File: config.mk
export PLATFORM = sky130hd
export DESIGN_NAME = mem_arbiter
export DESIGN_NICKNAME = d
export VERILOG_FILES = /design/src/rtl/mem_arb_pkg.sv /design/src/rtl/mem_arb_starve_cnt.sv /design/src/rtl/mem_arbiter.sv
export SDC_FILE = /design/constraint.sdc
export NUM_CORES = 1
export LEC_CHECK = 0
export BUFFER_PORTS_ARGS = -buffer_cell sky130_fd_sc_hd__buf_2
export CORE_AREA = 2 2 108 110
export DETAILED_ROUTE_END_ITERATION = 16
export DIE_AREA = 0 0 110 112
export PLACE_DENSITY = 0.66
export SLEW_MARGIN = 40
export SYNTH_ARGS = -nofsm -noshare
export SYNTH_HDL_FRONTEND = slang
export SYNTH_HIERARCHICAL = 1
export SYNTH_SLANG_ARGS = --single-unit
File: constraint.sdc
create_clock -name i_clk -period 3.9 [get_ports i_clk]
set_clock_uncertainty 0.05 [all_clocks]
set_input_delay 0 -clock i_clk [delete_from_list [all_inputs] [get_ports i_clk]]
set_output_delay 0 -clock i_clk [all_outputs]
set_load 0.005 [all_outputs]
File: src/rtl/mem_arb_pkg.sv
// Shared types and constants for the two-requester memory arbiter.
// State enum, access-width codes and the unsigned flag bit position.
package mem_arb_pkg;

    typedef enum logic [1:0] {
        IDLE   = 2'd0,
        RSP_IF = 2'd1,
        RSP_LS = 2'd2
    } state_t;

    localparam logic [2:0] W_BYTE = 3'b000;
    localparam logic [2:0] W_HALF = 3'b001;
    localparam logic [2:0] W_WORD = 3'b010;

    localparam int W_UNSIGNED_BIT = 2;

endpackage

File: src/rtl/mem_arb_starve_cnt.sv
// Counts consecutive cycles in which fetch asks but is refused.
// at_max tells the arbiter that fetch must win the next contention.
module mem_arb_starve_cnt #(
    parameter int MAX = 4
) (
    input  logic i_clk,
    input  logic i_rst_n,
    input  logic req,
    input  logic gnt,
    output logic at_max
);

    logic [3:0] cnt;

    always_ff @(posedge i_clk or negedge i_rst_n) begin
        if (!i_rst_n) begin
            cnt <= 4'd0;
        end else if (!req || gnt) begin
            cnt <= 4'd0;
        end else if (cnt != 4'(MAX)) begin
            cnt <= cnt + 4'd1;
        end
    end

    assign at_max = (cnt == 4'(MAX));

endmodule

File: src/rtl/mem_arbiter.sv
// Arbitrates instruction fetch and load/store onto one memory port.
// Handshake: a request is accepted in the cycle its gnt is high; its rvalid pulses the next cycle.
module mem_arbiter
    import mem_arb_pkg::*;
#(
    parameter int AW         = 32,
    parameter int STARVE_MAX = 4
) (
    input  logic          i_clk,
    input  logic          i_rst_n,
    input  logic          if_req,
    input  logic [AW-1:0] if_addr,
    output logic          if_gnt,
    output logic          if_rvalid,
    output logic [31:0]   if_rdata,
    input  logic          ls_req,
    input  logic          ls_we,
    input  logic [2:0]    ls_width,
    input  logic [AW-1:0] ls_addr,
    input  logic [31:0]   ls_wdata,
    output logic          ls_gnt,
    output logic          ls_rvalid,
    output logic [31:0]   ls_rdata,
    output logic [AW-1:0] mem_addr,
    output logic [2:0]    mem_width,
    output logic          mem_we,
    output logic [31:0]   mem_wdata,
    input  logic [31:0]   mem_rdata,
    output state_t        dbg_state
);

    state_t state, state_nxt;
    logic   fetch_first;
    logic [31:0] if_rdata_q, ls_rdata_q;

    mem_arb_starve_cnt #(.MAX(STARVE_MAX)) u_starve (
        .i_clk   (i_clk),
        .i_rst_n (i_rst_n),
        .req     (if_req),
        .gnt     (if_gnt),
        .at_max  (fetch_first)
    );

    // Grants are masked by reset so nothing is accepted before the first live edge.
    always_comb begin
        if_gnt = 1'b0;
        ls_gnt = 1'b0;
        if (i_rst_n) begin
            if (if_req && (!ls_req || fetch_first)) begin
                if_gnt = 1'b1;
            end else if (ls_req) begin
                ls_gnt = 1'b1;
            end
        end
    end

    always_comb begin
        mem_addr  = if_addr;
        mem_width = W_WORD;
        mem_we    = 1'b0;
        mem_wdata = 32'd0;
        if (ls_gnt) begin
            mem_addr  = ls_addr;
            mem_width = ls_width;
            mem_we    = ls_we;
            mem_wdata = ls_wdata;
        end
    end

    always_comb begin
        state_nxt = IDLE;
        if (if_gnt) begin
            state_nxt = RSP_IF;
        end else if (ls_gnt) begin
            state_nxt = RSP_LS;
        end
    end

    always_ff @(posedge i_clk or negedge i_rst_n) begin
        if (!i_rst_n) begin
            state <= IDLE;
        end else begin
            state <= state_nxt;
        end
    end

    // Response words are captured at the granting edge and held until the next grant.
    always_ff @(posedge i_clk or negedge i_rst_n) begin
        if (!i_rst_n) begin
            if_rdata_q <= 32'd0;
            ls_rdata_q <= 32'd0;
        end else begin
            if (if_gnt) begin
                if_rdata_q <= mem_rdata;
            end
            if (ls_gnt) begin
                ls_rdata_q <= ls_we ? 32'd0 : mem_rdata;
            end
        end
    end

    assign if_rvalid = (state == RSP_IF);
    assign ls_rvalid = (state == RSP_LS);
    assign if_rdata  = if_rdata_q;
    assign ls_rdata  = ls_rdata_q;
    assign dbg_state = state;

endmodule

### Word level (Yosys, flattened, before mapping)

Index checks and enable logic that the tools add are counted.

| cells by class | value |
|---|---|
| $mul | 0 |
| divide/modulo/power cells | 0 |
| bitwise gates (word level) | 0 |
| magnitude comparators | 0 |
| equality and inequality tests | 4 |
| shift-type cells | 0 |
| add/subtract/negate cells | 1 |
| reductions and logical operators | 6 |
| multiplexer cells | 14 |

Operators by type and width:

| cell | number |
|---|---|
| 32-bit two-way mux | 3 |
| 4-bit two-way mux | 2 |
| 1-bit two-way mux | 6 |
| 4-bit by 1-bit adder with 4-bit output (second input constant) | 1 |
| 4-bit by 3-bit equality test with 1-bit output (second input constant) | 1 |
| 2-bit two-way mux | 2 |
| 4-bit by 3-bit != test with 1-bit output (second input constant) | 1 |
| 3-bit two-way mux | 1 |
| 2-bit by 1-bit equality test with 1-bit output (second input constant) | 1 |
| 2-bit equality test (second input constant) | 1 |
| 1-bit zero test | 2 |
| 1-bit logical OR | 2 |
| 2-bit nonzero test | 1 |
| 1-bit logical AND | 1 |

| word-level totals | value |
|---|---|
| output and inout port bits | 138 |
| bits in latches | 0 |
| word-level logic and storage cells | 29 |
| register bits after elaboration | 70 |
| input bits | 136 |
| bits in writable memories | 0 |
| memories | 0 |
| memory bits (read-only) | 0 |

### Depth between registers and ports, before layout

Gate-level depths: netlist (run 1).

| logic depth | value |
|---|---|
| depth in word-level cells | 7 |
| mapped depth | 9 |
| mapped depth without buffers | 8 |

### Hierarchy

Netlist (run 1), hierarchy kept.

Modules (own cells, without submodules):

| module | times used | seq. area each (um2) | cells each | area each (um2) |
|---|---|---|---|---|
| mem_arbiter | 1 | 1651.6 | 255 | 3364.5 |
| mem_arb_starve_cnt | 1 | 100.1 | 20 | 217.7 |

### Least setup slack after synthesis (run 1)

Ideal clock, no wire load.

| path | value |
|---|---|
| path kind | reg-to-reg |
| start point | reg u_starve.cnt[0] |
| end point | reg u_starve.cnt[2] |
| data arrival time | 1764 ps |
| buffers on the path | 1 |
| setup time | 78 ps |
| data required time | 3772 ps |
| clock period less this slack | 1892 ps |
| cell stages (with the launch flop) | 10 |
| slack | 2008 ps |
| cells stage by stage | dfrtp_1 inv_1 ha_1 nand3b_2 clkinv_1 o211ai_2 buf_6 inv_1 nand2b_1 a21oi_1 |

| between the ends | value |
|---|---|
| longest elaborated chain between the ends | 7 |
| elaborated cells on any way between the ends | 11 |

RTL lines:

| item | RTL line | text |
|---|---|---|
| from (decl) | mem_arb_starve_cnt.sv:13 | `logic [3:0] cnt;` |
| from (signal assigned) | mem_arb_starve_cnt.sv:21 | `cnt <= cnt + 4'd1;` |
| 4-bit by 3-bit equality test with 1-bit output * | mem_arb_starve_cnt.sv:25 | `assign at_max = (cnt == 4'(MAX));` |
| via fetch_first | mem_arbiter.sv:33 | `logic fetch_first;` |
| 1-bit logical OR * | mem_arbiter.sv:49 | `if (if_req && (!ls_req \|\| fetch_first)) begin` |
| 1-bit logical AND * | mem_arbiter.sv:49 |  |
| 1-bit two-way mux * | mem_arbiter.sv:49 |  |
| 1-bit two-way mux * | mem_arbiter.sv:48 | `if (i_rst_n) begin` |
| via if_gnt | mem_arbiter.sv:13 | `output logic if_gnt,` |
| 1-bit logical OR * | mem_arb_starve_cnt.sv:18 | `end else if (!req \|\| gnt) begin` |
| 4-bit two-way mux or 2-bit nonzero test (tied branches) | -- |  |

The timed path passes the listed nets; every way through them passes the cells marked *. The select of a mux whose other input is x is not followed.
A chain may end at the register's enable or synchronous reset.

### Worst setup path in the final report (run 1)

| path | value |
|---|---|
| start point | reg u_starve.cnt[0] |
| end point | out mem_addr[23] |

| between the ends | value |
|---|---|
| longest elaborated chain between the ends | 6 |

RTL lines:

| item | RTL line | text |
|---|---|---|
| 4-bit by 3-bit equality test with 1-bit output | mem_arb_starve_cnt.sv:25 |  |
| via fetch_first | mem_arbiter.sv:33 |  |
| 1-bit logical OR | mem_arbiter.sv:49 |  |
| 1-bit logical AND | mem_arbiter.sv:49 |  |
| 1-bit two-way mux | mem_arbiter.sv:49 |  |
| 1-bit two-way mux | mem_arbiter.sv:48 |  |
| 32-bit two-way mux | mem_arbiter.sv:62 | `if (ls_gnt) begin` |
| to (decl) | mem_arbiter.sv:24 | `output logic [AW-1:0] mem_addr,` |

The timed path passes the listed nets, and every way through them passes these cells.

==> run summary, run 1 <==
The final period utilization came out at 0.701. The area enclosed by the die boundary is 12300 sq um, and the post-synthesis register bit count is 70. The clock latency on the worst-skew pair is 310 ps. In the post-route analysis, the smallest setup slack over all paths is 1160 ps.

A synthesized cell averages 13.0 sq um. STA puts the critical path data arrival time at 2690 ps. The area growth from synthesis to layout is 57.5%. STA classifies the critical path startpoint as a flop. The max-slew violation count was 0; the slew of the pin with the lowest slew margin was 760 ps. The run gives 0 as the number of antenna-violating nets in the routed design. The fraction of power spent switching nets is 0.262, and the worst-case setup slack after placement is 1280 ps.

For the part of the power in the clock network, the log shows 0.326. After synthesis the cells add up to 3580 sq um. The logs give 719 for the count of nets after finishing and 561 uW for the switching power. The total routing usage reported by global routing was 0.183; the mean routed wirelength per cell was 15.8 um.

The sequential cells in the finished layout cover a total of 1750 sq um. The total inserted antenna cells came out at 0. The run gives 51.8 ps as the minimum hold slack. In this run the number of H-tree levels came out at 3. Max-cap violations in this run came to 0. The tree is rooted in a sky130_fd_sc_hd__clkbuf_16.

Setup repair after global routing left no endpoint under its margin. Using the TritonRoute via totals, the vias-per-cell ratio works out to 4.51. Proportion of power drawn by combinational gates: 0.245. After filler insertion, the fill cell instance count of the layout stands at 991. Summed over all nets, the half-perimeter wirelength after detailed placement is 8.78 mm.

STA classifies the critical path endpoint as a primary output. The leading cell type in the layout, fill and taps excluded was sky130_fd_sc_hd__buf_2. Measured along the y axis, the die boundary spans 112 um. In this run the critical register-to-register path is launched from u_starve/cnt[0]. Fraction of final layout cells sized beyond drive strength 1: 0.532. Highest metal layer with signal wires: met4.

Clock-pin slew was measured on the worst setup and hold paths at 50 ps. Counting distinct cell types in the post-synthesis netlist gives 26. The pre-antenna-repair detailed-routing pass consisted of 4 iterations. Entering global routing, the biggest net connects 71 pins. For the initial antenna violation count, the log shows 0. Power spread over the standard cell area amounts to 379 nW/um^2. The setup path with the least slack is of type reg -> out. The flow ran to the end, and the final reports show no timing, DRC or antenna violations. Cell type contributing the most total cell area after synthesis: sky130_fd_sc_hd__dfrtp_1. The clock passes through at most 2 buffers. The tightest min-delay check is of the in -> async type. The final critical path time including I/O delays and setup is 2740 ps. After synthesis, the cell types taking the most area are sky130_fd_sc_hd__dfrtp_1 49%, sky130_fd_sc_hd__mux2_1 24%, sky130_fd_sc_hd__and2_1 6.1%. The logs give 0.505 for the final core utilization and 903 um for the amount of wire on met3 after detailed routing. The logs give 0 for the total DRC errors in the routed layout and 275 for the synthesized netlist cell count. The core area was 11200 sq um; the biggest fanout along the worst timing path was 70. TritonCTS created 9 clock buffers. The fraction of post-synthesis cell area in the top cell type by area is 0.489. TritonCTS built the clock tree. The analysis attributes to cell leakage a power of 0.00303 uW.

274 I/O pins were placed. The run gives 70 as the count of clock tree sinks. The number of hold violations in the final report is 0. The run gives 1580 uW as the internal power summed over all cells. The vias after detailed routing was 3280; the final sum of negative setup slack was 0 ps. From left edge to right edge, the die measures 110 um. The total of buffers placed on input and output ports came out at 273. The area used by multi-input combinational logic was 1690 sq um. For this run, the top clock speed supported by timing is 0.366 GHz. Leaving out fill and tap cells, the most frequent cells in the layout are 272 x sky130_fd_sc_hd__buf_2, 77 x sky130_fd_sc_hd__mux2_1, 70 x sky130_fd_sc_hd__dfrtp_1. Routability-driven placement finished with a final weighted congestion of 0.781. For this block, wires on met1 add up to 4.54 mm.

The logs give 0.429 for the sequential power share and 413 for the synthesized netlist net count. The worst max-slew margin expressed relative to the limit is 0.491. Setup violations remaining at the end of the flow were counted as 0. The final layout contains routed wiring with a total length of 11.5 mm. The logs give 0.321 for the initial core utilization and 0.489 for the fraction of the yosys area taken by sequential cells.

The critical path startpoint was u_starve/cnt[0]. The number of design-rule violations left by the first detailed-router iteration is 101. The floorplan has 39 rows.

The total power is 2140 uW, and the critical path data required time is 3850 ps. VDD sags by at most 0.235 mV. The Yosys step of the flow raised 6 warnings. Summed over all layers, the global routing overflow is 0. The first global-routing pass estimated 17.2 mm of wire. The run gives 3364 as the via count of the first global-routing pass. The routed design uses 5.88 mm of met2 wire.
[worst max-delay path, cell delays in order (launching register included)]
cell	delay [ps]
sky130_fd_sc_hd__dfrtp_1	400
sky130_fd_sc_hd__inv_1	60
sky130_fd_sc_hd__ha_1	200
sky130_fd_sc_hd__nand3b_2	130
sky130_fd_sc_hd__clkinv_1	220
sky130_fd_sc_hd__a21oi_4	180
sky130_fd_sc_hd__buf_4	560
sky130_fd_sc_hd__mux2_1	420
sky130_fd_sc_hd__buf_2	140
[stage by stage]
step	cell area, sq um	std cells
final	5640	728
after global routing	5640	728
after CTS	5640	728
after detailed placement	5040	678
after global placement	5040	678
after floorplan	3580	275
[power by group through the flow]
stage	registers, uW	clock network [uW]	logic (uW)
after global routing	933	763	578
after global placement	923	0	493
after CTS	916	724	535
final	916	697	524
after detailed placement	926	0	505
after floorplan	933	0	204
[final timing paths]
kind / slack (ps) / cells past startpoint / to
max in group asynchronous: 2790 / 3 / if_rdata[23]
min in group i_clk: 220 / 3 / mem_wdata[5]
max reg2reg: 1320 / 7 / if_rdata[4]
min: 50 / 2 / dbg_state[1]
min reg2reg: 430 / 1 / ls_rdata[15]
max: 1160 / 8 / mem_addr[23]
[cell usage after synthesis, drive strengths merged]
cell type,count
xor2,1
nand2b,2
nor2,2
mux2i,1
o211ai,1
inv,4
buf,14
clkinv,1
nand2,1
ha,2
and2b,10
dfrtp,70
nor2b,24
mux2,96
nor3,1
nand3b,1
xnor2,2
clkbuf,3
nand3,1
a21oi,3
and2,35
[kinds of logic (layout without fill, tap and decap cells)]
family,after synthesis,after routing,synth area share
multiplexers,97,97,0.307
AND/OR/NAND/NOR,77,77,0.138
flip-flops,70,70,0.489
buffers and inverters,22,332,0.0433
AO/OA/AOI/OAI,4,4,0.00873
XOR/XNOR,3,3,0.00734
adder cells (fa/ha/maj),2,2,0.00698
[area by class of cell]
| class | count | share of cell area |
|---|---|---|
| clock buffers | 13 | 0.0426 |
| multi-input cells | 183 | 0.300 |
| inverters | 5 | 0.00333 |
| clock inverters | 2 | 0.00177 |
| flip-flops and latches | 70 | 0.311 |
| well taps | 143 | 0.0317 |
| repair buffers | 312 | 0.310 |
[repair_timing]
item / CTS / global route
endpoints found under the hold margin: 73 / 0
hold buffers: 35 / 0
resized for setup: 0 / 0
buffers inserted: 0 / 0
[sequential cells by signal (all words and copies together), names as in the netlist]
signal	count
u_starve/cnt	4
if_rdata	32
ls_rdata	32
dbg_state	2
[metal layers]
metal / GRT usage / vias up
li1: - / 1538
met1: 0.204 / 1593
met2: 0.334 / 136
met3: 0.0498 / 13
met4: 0.0523 / 0
met5: 0 / -
Note: power is estimated with default switching activity, not from simulation.
==> inputs of run 2 (changes only) <==
- ABC_AREA: unset -> 1
- CORE_AREA: 2 2 108 110 -> 2 2 110 112
- DIE_AREA: 0 0 110 112 -> 0 0 112 114
- PLACE_DENSITY: 0.66 -> 0.68
- clock period: 3.9 -> 2.8 ns (I/O delays scaled with it)
==> run 2 against run 1 <==
- core utilization up 0.72 points
- register-to-register slack worse by 650 ps
- sequential share of layout area is 1.8 points lower
- critical path depth rose by 3
- clock power is 65% higher
- flip-flop and latch count stayed put
- non-clock buffer count rose by 6
- largest cell class is now non-clock buffers
==> run summary, run 2 <==
The flow ran to the end, and the final reports show no timing, DRC or antenna violations. The routability congestion estimate from global placement is 0.812 (+4.1%). Cell with the largest stage delay on the worst path: sky130_fd_sc_hd__buf_4. For the yosys synthesis warning count, the log shows 6 (unchanged). Most prevalent standard cell on the critical path: sky130_fd_sc_hd__nand2_2.

After synthesis, the largest family of logic cells by area is simple AND/OR/NAND/NOR gates. The area enclosed by the die boundary is 12800 sq um (+3.6%), and the mean routed wirelength per cell is 15.5 um (-2.0%). The initial antenna violation count is 0 (unchanged), and the depth of the most critical reg-to-reg path is 11 (+4). The number of instances in the placed design came out at 967 (+43%). The tools report the clock latency on the worst-skew pair as 330 ps (+20 ps).

The total power density per cell area came out at 533 nW/um^2 (+41%). In this run the critical register-to-register path is launched from u_starve/cnt[0]. The synthesized netlist net count was 716 (+73%); the maximum ir drop on the vdd rail was 0.327 mV (+39%).

The library cell used most frequently in the layout, excluding fill and tap cells, is sky130_fd_sc_hd__buf_2. The depth of the CTS H-tree was 3 (unchanged). I/O pin count: 274 (unchanged).

The tools report the last element of the critical path as mem_addr[28]. The fraction of final layout cells sized beyond drive strength 1 came out at 0.352 (-0.179). The fraction of post-synthesis cell area in the top cell type by area was 0.440 (-0.0493); the combined buffer and inverter count along the critical path was 4 (unchanged). For this run, the top clock speed supported by timing is 0.394 GHz. The synthesized netlist cell count is 578 (+110%).

The endpoint identified for the worst register-to-register timing path is if_rdata[21]. The final worst setup slack was 260 ps (-905 ps); the total of buffers placed on input and output ports was 273 (unchanged). The total CTS buffers was 9 (unchanged); the worst-case setup slack after placement was 572 ps (-713 ps).

The max-slew violation count was 0 (unchanged). Die height: 114 um (+1.8%). For the buffer levels on the longest clock path, the log shows 2 (unchanged). The critical path data required time was 2750 ps (-1100 ps). The core area is 11700 sq um (+4.8%), and the detail-routed via count per cell is 4.58 (+1.6%). The number of design-rule violations left by the first detailed-router iteration is 304 (+200%). The tools report the critical path startpoint category as a flop. The total inserted antenna cells came out at 0 (unchanged). Most repeated cell in the gate-level netlist after synthesis: sky130_fd_sc_hd__nand2_1. The cell family with the largest share of critical-path delay is buffers and inverters. The count of nets after finishing was 1002 (+39%); the final period utilization was 0.907. The share of the synthesized area in compound gates (AO/OA/AOI/OAI) is 0 (-0.00873). The class of the worst hold path is in -> async.

Among all flip-flop cells after synthesis, the most frequent one is sky130_fd_sc_hd__dfrtp_1. The critical path starts at u_starve/cnt[0]. The logs give 0 (unchanged) for the number of hold violations in the final report and 15 (-42%) for the distinct cell type count of the synthesized netlist.

The xor/xnor share of the synthesized area came out at 0 (-0.00733). For the initial core utilization, the log shows 0.340 (+0.0196). The fraction of the yosys area taken by sequential cells came out at 0.440 (-0.0493). The number of antenna-violating nets in the routed design was 0 (unchanged); the post-synthesis register bit count was 70 (unchanged). TritonCTS built the clock tree. For the total routing usage reported by global routing, the log shows 0.241 (+0.0575). The total DRC errors in the routed layout is 0 (unchanged), and the proportion of synthesized flip-flops having asynchronous set or reset is 1.00 (unchanged). The clock-pin transition on the worst setup and hold timing paths was 60 ps (about the same). For the post-layout instance count excluding filler cells, the log shows 1016 (+40%).

The path length in cells of the critical path came out at 11 (+3). The count of hold-fix buffers inserted at cts came out at 33 (-5.7%). The arrival time at the worst endpoint is 2490 ps (-200 ps). Ranked by total cell area, the synthesized netlist is headed by sky130_fd_sc_hd__dfrtp_1 44%, sky130_fd_sc_hd__nand2_1 19%, sky130_fd_sc_hd__nand3_1 9.0%. The tools report the first-pass GRT wire length as 24.0 mm (+40%). The HPWL reported at the end of detailed placement is 11.4 mm (+30%), and the total global routing overflow is 0 (unchanged).

The count of instances resized after the clock tree is built was 0 (unchanged). The tools report the aggregate routed wire length as 15.7 mm (+37%). Leaving out fill and tap cells, the most frequent cells in the layout are 272 x sky130_fd_sc_hd__buf_2, 202 x sky130_fd_sc_hd__nand2_1, 78 x sky130_fd_sc_hd__inv_1. The floorplan row count is 40 (+2.6%). Setup repair after global routing left no endpoint under its margin. The biggest fanout along the worst timing path is 64 (-8.6%).

The basic-gate share of the synthesized area counting and, or, nand and nor cells was 0.411 (+0.273); the mux share of post-synthesis cell area was 0 (-0.307). For the final sum of negative setup slack, the log shows 0 ps (unchanged). The synthesized design spends more area on one cell type than any other, namely sky130_fd_sc_hd__dfrtp_1. The adder-cell share of the synthesized area works out to 0.00628 (-0.000704). First-pass iteration count of the detailed router: 5 (+1). For the maximum number of pins on one net before global-route repair, the log shows 65 (-8.5%).

The signal on the critical path passes through inv_1, ha_1, nand2_2, nor2_4, inv_1, nand2_2, nand2_2, buf_4, nand3_1, nand2_1, buf_2. Width of the die: 112 um (+1.8%). The logs give 0.00386 uW (+27%) for the standby leakage power and 0.529 (+0.0379) for the worst max-slew margin expressed relative to the limit. The vias after detailed routing is 4650 (+42%). The number of enable-type register cells in the synthesized netlist is 0 (unchanged). The final count of negative-setup-slack endpoints is 0 (unchanged), and the slew of the pin with the lowest slew margin is 707 ps (-53.3 ps). The tools report the total power as 3190 uW (+50%). The logs give 4386 (+30%) for the via count of the first global-routing pass and 0 (unchanged) for the total of max-cap violations. Reg2reg setup slack: 670 ps (-650 ps). In the synthesized netlist, the cells that appear most often are 204 x sky130_fd_sc_hd__nand2_1, 78 x sky130_fd_sc_hd__inv_1, 72 x sky130_fd_sc_hd__nand3_1, 70 x sky130_fd_sc_hd__dfrtp_1, 70 x sky130_fd_sc_hd__nor2_1.

The kind of end point of the critical path was a primary output. The worst path needs 2540 ps of the cycle, external delays included. The layout-stage area growth over the synthesis result came out at 50.5%. The per-instance average area after synthesis was 6.89 sq um (-47%); the post-CTS setup-driven buffer insertion count was 0 (unchanged).

The cell area after synthesis was 3980 sq um (+11%). The worst setup path is of the reg -> out kind. The tree is rooted in a sky130_fd_sc_hd__clkbuf_16. Count of clock tree sinks: 70 (unchanged). Highest cell delay on the worst timing path: 560 ps (about the same).
run 2: cell types whose count changed in the layout (fill, tap and decap cells not counted), sizes merged, moves of 8 or more:
cell / previous run / this run
mux2: 96 / 0
buf: 277 / 285
nor2b: 24 / 0
nor2: 2 / 72
nand4: 0 / 33
nand2: 1 / 206
inv: 4 / 79
and2b: 10 / 0
nand3: 1 / 72
and2: 35 / 0
run 2: report_power, final:
part / total, uW / internal, uW / switching [uW]
sequential: 1250 / 1160 / 87.9
clock: 1150 / 737 / 413
combinational: 792 / 353 / 439
run 2: worst min-delay path by stage:
stage | startpoint | endpoint | depth (start not counted)
after floorplan | i_rst_n | dbg_state[0] | 0
after global placement | i_rst_n | ls_rdata[3] | 1
after detailed placement | i_rst_n | ls_rdata[3] | 1
after CTS | i_rst_n | ls_rdata[3] | 2
after global routing | i_rst_n | ls_rdata[3] | 2
final | i_rst_n | ls_rdata[3] | 2
run 2: logic make-up (layout without fill, tap and decap cells):
family,after synthesis,after routing
adders and majority gates,2,2
buffers and inverters,122,413
DFF,70,70
and+or+nand+nor,384,384
run 2: layout make-up:
| type | instances | area, sq um |
|---|---|---|
| Clock buffer | 13 | 260 |
| Clock inverter | 3 | 42.5 |
| Fill cell | 1183 | 5720 |
| Inverter | 79 | 297 |
| Multi-Input combinational cell | 386 | 1670 |
| Sequential cell | 70 | 1750 |
| Tap cell | 147 | 184 |
| Timing Repair Buffer | 318 | 1790 |
run 2: metal layers:
| metal | global-route usage | wire (um) |
|---|---|---|
| met4 | 0.0935 | 487 |
| met1 | 0.309 | 6530 |
| met5 | 0 | 0 |
| met2 | 0.396 | 7640 |
| met3 | 0.0569 | 1070 |
run 2: stage by stage:
| step | util | hold WS, ps | cell area [sq um] |
|---|---|---|---|
| after global placement | 0.458 | -126 | 5360 |
| after CTS | 0.512 | 61.0 | 6000 |
| final | 0.512 | 74.5 | 6000 |
| after floorplan | - | -346 | 3980 |
| after detailed placement | 0.458 | -129 | 5360 |
| after global routing | 0.512 | 90.3 | 6000 |
run 2: worst reg2reg max path: cells and delay by family, from the launching register on:
| family | cells | cell delay, ps |
|---|---|---|
| fa+ha+maj | 1 | 190 |
| buf+inv | 4 | 770 |
| flops | 1 | 430 |
| simple gates | 6 | 580 |
==> inputs of run 3 (changes only) <==
- clock period: 2.8 -> 3.1 ns (I/O delays scaled with it)
==> run 3 against run 2 <==
- sequential power fell by 9.6%
- clock power shrank 10%
- total power decreased by 10%
- worst hold slack better by 110 ps
- final cell count shrank 0.30%
- combinational power fell by 11%
- die area unchanged
==> run summary, run 3 (synthesis gave the netlist of run 2 again) <==
The routed design could run at a clock period as short as 2550 ps. Based on the critical path, the design can be clocked at up to 0.393 GHz. Setup repair after global routing left no endpoint under its margin. The tools report the count of clock tree sinks as 70 (unchanged).

The terminus of the critical flop-to-flop path was if_rdata[16]. The worst max-slew margin expressed relative to the limit was 0.537 (+0.00847). The critical path startpoint category was a flop. The highest cell delay on the worst timing path is 520 ps (-40 ps). For the I/O pin count, the log shows 274 (unchanged). Biggest fanout along the worst timing path: 64 (unchanged). The total of buffers placed on input and output ports is 273 (unchanged), and the depth of the most critical reg-to-reg path is 11 (unchanged). The flow ran to the end, and the final reports show no timing, DRC or antenna violations. Walking the worst path, the cells encountered are inv_1, ha_1, nand2_2, nor2_4, inv_1, nand2_2, nand2_2, buf_4, nand3_1, nand2_1, buf_2. The die height came out at 114 um (unchanged). The critical path data required time was 3050 ps (+300 ps); the clock-pin transition on the worst setup and hold timing paths was 60 ps (about the same). For the number of antenna-violating nets in the routed design, the log shows 0 (unchanged). Leaving out fill and tap cells, the most frequent cells in the layout are 272 x sky130_fd_sc_hd__buf_2, 202 x sky130_fd_sc_hd__nand2_1, 78 x sky130_fd_sc_hd__inv_1. The initial core utilization came out at 0.340 (unchanged). The core area is 11700 sq um (unchanged), and the post-layout instance count excluding filler cells is 1013 (-0.30%). The detail-routed via count per cell is 4.61 (+0.71%). The combined buffer and inverter count along the critical path works out to 4 (unchanged). The critical path in this run is classified as reg -> out.

The HPWL reported at the end of detailed placement is 11.2 mm (-2.3%). The mean routed wirelength per cell was 15.2 um (-1.6%); the total global routing overflow was 0 (unchanged). Total inserted antenna cells: 0 (unchanged). The arrival time at the worst endpoint came out at 2500 ps (about the same). The run gives 964 (-0.31%) as the number of instances in the placed design. The slew of the pin with the lowest slew margin is 694 ps (-12.7 ps). Cell family with the largest share of critical-path delay: buffers and inverters. The total of max-cap violations was 0 (unchanged); the reg2reg setup slack was 970 ps (+300 ps). The buffer levels on the longest clock path is 2 (unchanged), and the aggregate routed wire length is 15.4 mm (-1.9%).

The via count of the first global-routing pass was 4213 (-3.9%); the final period utilization was 0.821. For the initial antenna violation count, the log shows 0 (unchanged). The cell with the largest stage delay on the worst path was sky130_fd_sc_hd__buf_4. The tools report the post-CTS setup-driven buffer insertion count as 0 (unchanged). TritonCTS built the clock tree. The run gives 65 (unchanged) as the maximum number of pins on one net before global-route repair. The leading cell type in the layout, fill and taps excluded was sky130_fd_sc_hd__buf_2. The logs give 0.845 (+4.0%) for the routability congestion estimate from global placement and 999 (-0.30%) for the count of nets after finishing. The class of the worst hold path is in -> async.

The area enclosed by the die boundary was 12800 sq um (unchanged); the total routing usage reported by global routing was 0.231 (-0.00945). The minimum hold slack is 180 ps (+106 ps), and the vias after detailed routing is 4669 (+0.41%). The tools report the standby leakage power as 0.00385 uW (-0.29%). The logs give 0 (unchanged) for the max-slew violation count and 5 (unchanged) for the first-pass iteration count of the detailed router. The clock latency on the worst-skew pair is 320 ps (about the same). For the depth of the CTS H-tree, the log shows 3 (unchanged). The critical path startpoint is u_starve/cnt[0].

The number of filler instances in the final layout is 1164 (-1.6%). The maximum ir drop on the vdd rail is 0.233 mV (-29%). In this design, the critical path's most frequently occurring cell is sky130_fd_sc_hd__nand2_2. Final count of negative-setup-slack endpoints: 0 (unchanged).

For the total DRC errors in the routed layout, the log shows 0 (unchanged). The logs give 0 (unchanged) for the count of instances resized after the clock tree is built and 40 (unchanged) for the floorplan row count. CTS placed an instance of sky130_fd_sc_hd__clkbuf_16 at the clock tree root.

The tools report the number of design-rule violations left by the first detailed-router iteration as 414 (+36%). The number of hold violations in the final report is 0 (unchanged). The run gives 33 (unchanged) as the count of hold-fix buffers inserted at cts.

The launch instance of the worst register-to-register path was u_starve/cnt[0]. The total CTS buffers came out at 9 (unchanged). The worst setup path is captured at a primary output. The first-pass GRT wire length was 23.1 mm (-4.0%); the final sum of negative setup slack was 0 ps (unchanged).

The width of the die is 112 um (unchanged), and the total power density per cell area is 480 nW/um^2 (-10%). The total power came out at 2860 uW (-10%). From synthesis to final layout, the design area changed by 49.9%. The fraction of final layout cells sized beyond drive strength 1 works out to 0.352 (about the same).
## run 3: cell types whose count changed in the layout (fill, tap and decap cells not counted), sizes merged
cell and change:
clkbuf -3, clkinv +3, buf -3
## run 3: stage by stage
step | setup WS [ps] | util | instance area, sq um
CTS | 563 | 0.510 | 5970
global placement | 919 | 0.456 | 5340
floorplan | 1320 | - | 3980
finish | 554 | 0.510 | 5970
detailed placement | 918 | 0.456 | 5340
global route | 413 | 0.510 | 5970
## run 3: layout make-up
cell class / count / area (sq um) / area share
Clock buffer: 10 / 239 / 0.0400
Sequential cell: 70 / 1750 / 0.293
Inverter: 79 / 297 / 0.0497
Multi-Input combinational cell: 386 / 1670 / 0.280
Tap cell: 147 / 184 / 0.0308
Clock inverter: 6 / 61.3 / 0.0103
Timing Repair Buffer: 315 / 1770 / 0.296
## run 3: per-layer routing
layer | up-vias | wire (um) | track usage
met5 | - | 0 | 0
met4 | 0 | 335 | 0.0691
met3 | 27 | 1270 | 0.0648
met2 | 205 | 7590 | 0.398
met1 | 2104 | 6220 | 0.285
li1 | 2333 | - | -
## run 3: report_power, final
group / total, uW / switching (uW) / internal, uW
sequential: 1130 / 78.7 / 1050
clock: 1030 / 387 / 641
combinational: 706 / 390 / 316
total: 2860 / 856 / 2010
## run 3: worst max-delay path by stage
stage,endpoint,cells past startpoint
3_3_place_gp,mem_addr[3],11
6_report,mem_addr[31],11
2_1_floorplan,u_starve/cnt[3],12
5_1_grt,mem_addr[28],11
3_5_place_dp,mem_addr[3],11
4_1_cts,mem_addr[3],11
